--- src/rtl/read_operands.sv ---
// read_operands: operand-fetch stage for the 8-entry register file.
// Captures a fetch request from the decoder, reads the two source
// registers (with bypass of the value committing this cycle), and holds
// the latched operands for the datapath until acknowledged. An 8-bit
// scoreboard tracks registers with a write still in flight; a fetch that
// needs such a register waits until the write commits.
//
// Ports:
//   clk, reset          rising-edge clock, async active-high reset
//   reg0..reg7          current register-file contents
//   write/writenum/data_in  register-file commit (also used for bypass)
//   req, rnA, rnB, useB, mark, marknum   fetch request (sampled in IDLE)
//   ack                 datapath consumes A/B
//   A, B, valid, busy   latched operands and handshake status
//   sb                  scoreboard, bit i = write pending on reg i
module read_operands #(
  parameter int width = 16
) (
  input  logic             clk,
  input  logic             reset,
  input  logic [width-1:0] reg0,
  input  logic [width-1:0] reg1,
  input  logic [width-1:0] reg2,
  input  logic [width-1:0] reg3,
  input  logic [width-1:0] reg4,
  input  logic [width-1:0] reg5,
  input  logic [width-1:0] reg6,
  input  logic [width-1:0] reg7,
  input  logic             write,
  input  logic [2:0]       writenum,
  input  logic [width-1:0] data_in,
  input  logic             req,
  input  logic [2:0]       rnA,
  input  logic [2:0]       rnB,
  input  logic             useB,
  input  logic             mark,
  input  logic [2:0]       marknum,
  input  logic             ack,
  output logic [width-1:0] A,
  output logic [width-1:0] B,
  output logic             valid,
  output logic             busy,
  output logic [7:0]       sb
);

  typedef enum logic [1:0] {S_IDLE, S_WAIT, S_HOLD} state_t;

  state_t           state_q;
  logic [width-1:0] a_q, b_q;
  logic             valid_q, busy_q;
  logic [7:0]       sb_q, sb_d;

  // captured request
  logic [2:0]       rna_q, rnb_q, marknum_q;
  logic             useb_q, mark_q;

  logic [7:0][width-1:0] regs;
  assign regs = {reg7, reg6, reg5, reg4, reg3, reg2, reg1, reg0};

  // In IDLE the live request drives the decision (it is captured the same
  // edge); in WAIT only the captured copy matters.
  logic [2:0]       a_sel, b_sel, mn_sel;
  logic             ub_sel, mk_sel;
  logic             hit_a, hit_b, hazard, fetch, accept;
  logic [width-1:0] op_a, op_b;

  always_comb begin
    a_sel  = rna_q;
    b_sel  = rnb_q;
    ub_sel = useb_q;
    mk_sel = mark_q;
    mn_sel = marknum_q;
    if (state_q == S_IDLE) begin
      a_sel  = rnA;
      b_sel  = rnB;
      ub_sel = useB;
      mk_sel = mark;
      mn_sel = marknum;
    end
    hit_a  = write && (writenum == a_sel);
    hit_b  = write && (writenum == b_sel);
    // a busy bit being cleared this cycle is satisfied by the bypass
    hazard = (sb_q[a_sel] && !hit_a) || (ub_sel && sb_q[b_sel] && !hit_b);
    fetch  = ((state_q == S_IDLE) && req) || (state_q == S_WAIT);
    accept = fetch && !hazard;
    op_a   = hit_a ? data_in : regs[a_sel];
    op_b   = '0;
    if (ub_sel) op_b = hit_b ? data_in : regs[b_sel];
    // clear first, then set: a new producer marked this cycle stays pending
    sb_d = sb_q;
    if (write)           sb_d[writenum] = 1'b0;
    if (accept && mk_sel) sb_d[mn_sel]  = 1'b1;
  end

  always_ff @(posedge clk or posedge reset) begin
    if (reset) begin
      state_q   <= S_IDLE;
      a_q       <= '0;
      b_q       <= '0;
      valid_q   <= 1'b0;
      busy_q    <= 1'b0;
      sb_q      <= '0;
      rna_q     <= '0;
      rnb_q     <= '0;
      useb_q    <= 1'b0;
      mark_q    <= 1'b0;
      marknum_q <= '0;
    end else begin
      sb_q <= sb_d;
      case (state_q)
        S_IDLE: if (req) begin
          rna_q     <= rnA;
          rnb_q     <= rnB;
          useb_q    <= useB;
          mark_q    <= mark;
          marknum_q <= marknum;
          busy_q    <= 1'b1;
          if (accept) begin
            a_q     <= op_a;
            b_q     <= op_b;
            valid_q <= 1'b1;
            state_q <= S_HOLD;
          end else begin
            state_q <= S_WAIT;
          end
        end
        S_WAIT: if (accept) begin
          a_q     <= op_a;
          b_q     <= op_b;
          valid_q <= 1'b1;
          state_q <= S_HOLD;
        end
        S_HOLD: if (ack) begin
          valid_q <= 1'b0;
          busy_q  <= 1'b0;
          state_q <= S_IDLE;
        end
        default: begin
          valid_q <= 1'b0;
          busy_q  <= 1'b0;
          state_q <= S_IDLE;
        end
      endcase
    end
  end

  assign A     = a_q;
  assign B     = b_q;
  assign valid = valid_q;
  assign busy  = busy_q;
  assign sb    = sb_q;

endmodule

--- config.mk ---
export PLATFORM = sky130hd
export DESIGN_NAME = read_operands
export DESIGN_NICKNAME = d
export VERILOG_FILES = /design/src/rtl/read_operands.sv
export SDC_FILE = /design/constraint.sdc
export NUM_CORES = 1
export LEC_CHECK = 0
export ABC_CLOCK_PERIOD_IN_PS = 4000
export BUFFER_PORTS_ARGS = -buffer_cell sky130_fd_sc_hd__buf_2
export CORE_ASPECT_RATIO = 0.6
export CORE_MARGIN = 8
export CORE_UTILIZATION = 54
export CTS_BUF_LIST = sky130_fd_sc_hd__clkbuf_4
export CTS_CLUSTER_DIAMETER = 60
export DETAILED_ROUTE_END_ITERATION = 10
export PLACE_DENSITY = 0.89
export SYNTH_ARGS = -nofsm -noshare
export SYNTH_HDL_FRONTEND = slang
export SYNTH_SLANG_ARGS = --single-unit
--- constraint.sdc ---
create_clock -name clk -period 4 [get_ports clk]
set_input_delay 0.8 -clock clk [delete_from_list [all_inputs] [get_ports clk]]
set_output_delay 0.8 -clock clk [all_outputs]
set_load 0.03 [all_outputs]
# Yosys cells after proc, flatten, opt, wreduce, memory -nomap -nowiden
# Index checks and enable logic that the tools add are counted.
# Widths: inputs -> output; s select.
totals:
  regBits: 55
  in_bits: 163
  output_inout_bits: 42
  word_cells: 89
classes:
  order_cmp: 6
  n_eq_ne: 7
  n_mux: 39
  bitwise: 4
  n_reduce_logical: 22
op_table:
  columns: ["cell", "n"]
  rows:
  - ["$mux 16", 9]
  - ["$bmux 16 s3", 2]
  - ["$pmux 16 s2", 2]
  - ["$lt 3x4->1 const B", 4]
  - ["$mux 8", 2]
  - ["$logic_and 1x1->1", 10]
  - ["$mux 1", 10]
  - ["$mux 3", 3]
  - ["$and 8x8->8", 1]
  - ["$mux 2", 4]
  - ["$not 8->8", 1]
  - ["$or 8x8->8", 1]
  - ["$bmux 1 s3", 2]
  - ["$demux 1 s3", 2]
  - ["$eq 3x3->1", 2]
  - ["$ge 3x1->1 const B", 2]
  - ["$ne 2x2->1 const B", 3]
  - ["$pmux 1 s3", 2]
  - ["$pmux 2 s3", 1]
  - ["$reduce_and 2->1", 3]
  - ["$reduce_and 3->1", 2]
  - ["$logic_not 1->1", 3]
  - ["$eq 2x1->1 const B", 1]
  - ["$eq 2x2->1 const B", 1]
  - ["other kinds (4)", 5]

# Logic depth before layout (Yosys ltp)
depth:
  depth_word: 12
  mapped_depth: 10
  mapped_depth_nobuf: 7

# Worst setup path after synthesis
# No wires, ideal clock.
synth_path:
  path_type: "in2reg"
  from: "in rnB[0]"
  to: "reg a_q[0], in the netlist A[0]"
  setup_ns: 0.121
  t_arrival_ns: 2.609
  t_required_ns: 3.879
  path_slack_ns: 1.270
  stages: 8
  path_buffers: 2
  path_cell_list: "mux2i_1 -> mux2_2 -> o22ai_1 -> and4b_1 -> a211o_1 -> buf_2 -> buf_6 -> a22o_1"
synth_via:
  elab_chain_cells: 11
  word_cells_on_any_way: 14
  cone_classes: "eq/ne: 1; mux: 6; reduce/logical: 7"
synth_lines:
  columns: ["item", "line", "text"]
  rows:
  - ["from (decl)", "34", "input logic [2:0] rnB,"]
  - ["$mux 3 *", "73", "if (state_q == S_IDLE) begin"]
  - ["$bmux 1 s3 or $eq 3x3->1 (tied branches)", "83, 81", null]
  - ["$mux 1 (not written as such) or $logic_and 1x1->1 (tied branches)", "83, 81", null]
  - ["$logic_and 1x1->1 or $logic_not 1->1 (tied branches)", "83", "hazard = (sb_q[a_sel] && !hit_a) || (ub_sel && sb_q[b_sel] && !hit_b);"]
  - ["$logic_and 1x1->1 *", "83", null]
  - ["$logic_or 1x1->1 *", "83", null]
  - ["$logic_not 1->1 *", "85", "accept = fetch && !hazard;"]
  - ["$logic_and 1x1->1 *", "85", null]
  - ["$mux 16 *", null, null]
  - ["$mux 16", null, null]
  - ["$pmux 16 s2 *", null, null]
  - ["to (signal assigned)", "119", "a_q <= op_a;"]
  - ["to (signal assigned)", "128", "a_q <= op_a;"]
  - ["to (decl)", "49", "logic [width-1:0] a_q, b_q;"]
# Mark *: on every way between the ends. The rest lies on a longest branch, timed or not. The select of a mux whose other input is x is not followed.
# A chain may end at the register's enable or synchronous reset.

# Final worst setup path
layout_path:
  from: "reg state_q[1]"
  to: "reg a_q[8], in the netlist A[8]"
layout_via:
  elab_chain_cells: 12
  word_cells_on_any_way: 32
  cone_classes: "eq/ne: 4; mux: 13; reduce/logical: 15"
layout_lines:
  columns: ["item", "line", "text"]
  rows:
  - ["from (decl)", "48", "state_t state_q;"]
  - ["from (signal assigned)", "97", "state_q <= S_IDLE;"]
  - ["from (signal assigned)", "122", "state_q <= S_HOLD;"]
  - ["from (signal assigned)", "124", "state_q <= S_WAIT;"]
  - ["$logic_not 2->1", "73, 84, 110", null]
  - ["$mux 3", "73", null]
  - ["$bmux 1 s3 (tied with other cells)", "83", null]
  - ["$mux 1 (not written as such) (tied with other cells)", "83", null]
  - ["$logic_and 1x1->1 or $logic_not 1->1 (tied branches)", "83", null]
  - ["$logic_and 1x1->1", "83", null]
  - ["$logic_or 1x1->1", "83", null]
  - ["$logic_not 1->1", "85", null]
  - ["$logic_and 1x1->1", "85", null]
  - ["$mux 16", "118, 127", null]
  - ["$mux 16", "111", "S_IDLE: if (req) begin"]
  - ["$pmux 16 s2", "110", "case (state_q)"]
# Several ways; a longest one is shown, not always the timed one. The select of a mux whose other input is x is not followed.

==> results by group <==
Routing
  – Post-route DRC: 0
  – Starting DRC count in detailed routing: between 500 and 600
  – Post-route ant nets: 0
  – Via count: ~5500
  – Number of optimization iterations in the first detailed-route pass: 5
  – Routed wire length: around 19000 um
  – Mean routed wirelength per cell: 23.5 um
  – Vias per cell: between 6 and 7

Setup path
  – Maximum fanout count along the critical path: 64
  – Sort of element at the start of the critical path: flip-flop
  – Arrival time at the worst endpoint: about 3.8 ns
  – Reg-to-reg setup timing slack: between 0.5 and 0.6 ns
  – Worst Reg2Reg Path Length in Cells: 8
  – End of the worst register-to-register path: A[8]
  – Startpoint of the most critical register-to-register path: state_q[1]
  – Category of the worst setup path capture point: flip-flop
  – Critical path start-end classification: flip-flop to flip-flop
  – Critical Path RT: 4.31 ns

Floorplan
  – Core region area: 9050 um2
  – Number of I/O pins: 205
  – Width of the die: 140 um
  – Initial Util: 0.547
  – Cell row count: 27
  – Die ar.: roughly 13000 um2
  – Height of the die: about 90 um

Global routing
  – Vias in the first global route: roughly 5700
  – Overall overflow remaining after global route: 0
  – Initial antenna violation count: 3
  – Maximum number of pins on one net before global-route repair: 65
  – First-pass GRT wire length: 29400 um
  – Global router's overall resource usage: 0.284

CTS
  – Buffer levels on the longest clock path: 2
  – Post CTS Setup Buffer Count: 0
  – Depth of the CTS H-tree: 2
  – Num CTS Buffers: 5
  – Clock sinks: 55
  – CTS Hold Bufs: 0
  – Clock input transition at the sequential cells of the worst setup and hold paths: between 0.15 and 0.2 ns
  – Post-cts gate resize count: 0
  – Clk Tree Root Cell: sky130_fd_sc_hd__clkbuf_4
  – Clock tree from TritonCTS: done
  – Clock insertion delay at the later pin of the skew report: 0.39 ns

Final layout
  – Most frequent standard cell in the layout excluding fill and tap cells: sky130_fd_sc_hd__buf_2
  – Most frequent cells in the layout: 204 x sky130_fd_sc_hd__buf_2, 80 x sky130_fd_sc_hd__mux2_2, 72 x sky130_fd_sc_hd__mux2i_1
  – Layout Cell Area excl Fill: approximately 6100 um2
  – Share of cells above drive strength 1: 0.459
  – Layout Nets: between 800 and 900
  – Synth-to-layout area growth: 23.7%

Synth
  – Post-synthesis area per instance: ~10 um2
  – Post-synth EDFFs: 0
  – Number of storage elements in the synthesis netlist: 55
  – Post-synthesis net count: 671
  – Top FF cell, synth: sky130_fd_sc_hd__dfrtp_1
  – Mapped Cells: slightly above 500
  – Ys async rst share: 1.00
  – Sequential area share after synthesis: 0.278
  – Number of library cell types mapped by synthesis: 43
  – Mapped Area: between 4000 and 5000 um2
  – Warning count from the yosys run: 0

Pwr
  – Static leakage: 2.94 nW
  – VDD IR max: 0.000479 V
  – Power per Cell Area: about 860 nW/um2

STA
  – Slew at the pin closest to its max-slew limit: around 0.96 ns
  – Number of setup violations in the final report: 0
  – Number of max-slew violations in the final report: 0
  – Number of hold violations in the final report: 0
  – Final Critical Period: 3.45 ns
  – Crit path setup slack, layout: between 0.5 and 0.6 ns
  – Post-Route Setup TNS: 0 ns
  – Max Clock Freq: between 200 and 300 MHz
  – Final worst clock skew: between 0.015 and 0.02 ns
  – Period utilisation layout: 0.862
  – RSZ-0062 raised after global routing: no
  – Relative slew slack: 0.360

Placed design
  – Gp weighted congestion: between 0.9 and 1
  – Placement-stage worst setup slack: between 0.6 and 0.7 ns
  – Detailed placement HPWL: ~14000 um
  – Port bufs: between 200 and 250
  – Total placed instance area: 6040 um2

Worst hold path
  – Worst hold-check path type: input port to async pin

Flow run
  – Number of maximum-capacitance constraint violations: 0

Outcome
  – Outcome: finished clean
## critical path, stage by stage (launching register included)
cell and delay (ns):
sky130_fd_sc_hd__dfrtp_1 0.50, sky130_fd_sc_hd__nor2_4 0.51, sky130_fd_sc_hd__mux2i_4 0.44, sky130_fd_sc_hd__buf_4 0.80, sky130_fd_sc_hd__mux2_2 0.43, sky130_fd_sc_hd__o22ai_1 0.21, sky130_fd_sc_hd__a221o_1 0.16, sky130_fd_sc_hd__a21oi_1 0.07
sky130_fd_sc_hd__a22o_1 0.19
## stage by stage
stage	utilization	std cells	hold slack [ns]	power (mW)
finish	0.677	807	0.441	5.28
detailed placement	0.667	798	0.467	4.86
global placement	0.667	798	0.461	4.72
CTS	0.677	806	0.450	5.20
floorplan	-	508	0.480	3.86
global route	0.677	807	0.468	5.53
## worst max path at each step
stage,startpoint,to,slack (ns)
after detailed placement,state_q[1],A[8],0.64
after floorplan,rnB[0],A[0],1.27
final,state_q[1],A[8],0.55
after CTS,state_q[1],A[8],0.62
after global placement,state_q[1],A[14],0.83
after global routing,state_q[1],A[8],0.47
## cells in the mapped netlist (all sizes together) (15+ instances only)
cell    number  area [um2]
a221o       16         160
dfrtp       55        1380
o221ai      17         149
nand2       15        58.8
mux2        80         901
buf         20         131
a21oi       36         180
a22oi       17         128
mux2i       75         767
clkbuf      25        93.8
o22ai       18         113
a22o        32         280
o21ai       37         185
## registers in the layout, indices dropped and copies added, names as in the netlist
signal / flops
busy: 1
valid: 1
rnb_q: 3
rna_q: 3
B: 16
A: 16
useb_q: 1
sb: 8
marknum_q: 3
mark_q: 1
state_q: 2
## per-layer routing
| layer | vias up | track usage | share of wire |
|---|---|---|---|
| met5 | - | 0 | 0.0011 |
| met4 | 4 | 0.0916 | 0.027 |
| met3 | 59 | 0.0881 | 0.11 |
| met2 | 420 | 0.478 | 0.47 |
| met1 | 2636 | 0.339 | 0.39 |
| li1 | 2383 | - | - |
## kinds of logic (layout without fill, tap and decap cells)
group           count (synthesis)  after routing  synth area share
xor+xnor                        7              7            0.0124
mux                           155            155             0.337
compound gates                188            188             0.268
simple gates                   54             54            0.0566
other cells                     0              1                 0
buf+inv                        49            231            0.0485
flops                          55             55             0.278
## power breakdown
group          total [mW]  internal [mW]  switching, mW
Combinational        3.92           1.61           2.31
Sequential           1.02          0.808          0.215
Clock               0.338          0.138          0.200
Total                5.28           2.56           2.72
## cell type report
cell class                 instances  area (um2)
multi-input combinational        404        3370
tap                              116         145
antenna                            1        2.50
sequential                        55        1380
timing repair buffer             219        1130
clock buffer                       5        37.5
inverter                           4        15.0
clock inverter                     3        50.0
fill                             724        2920
Note: power is estimated with default switching activity, not from simulation.
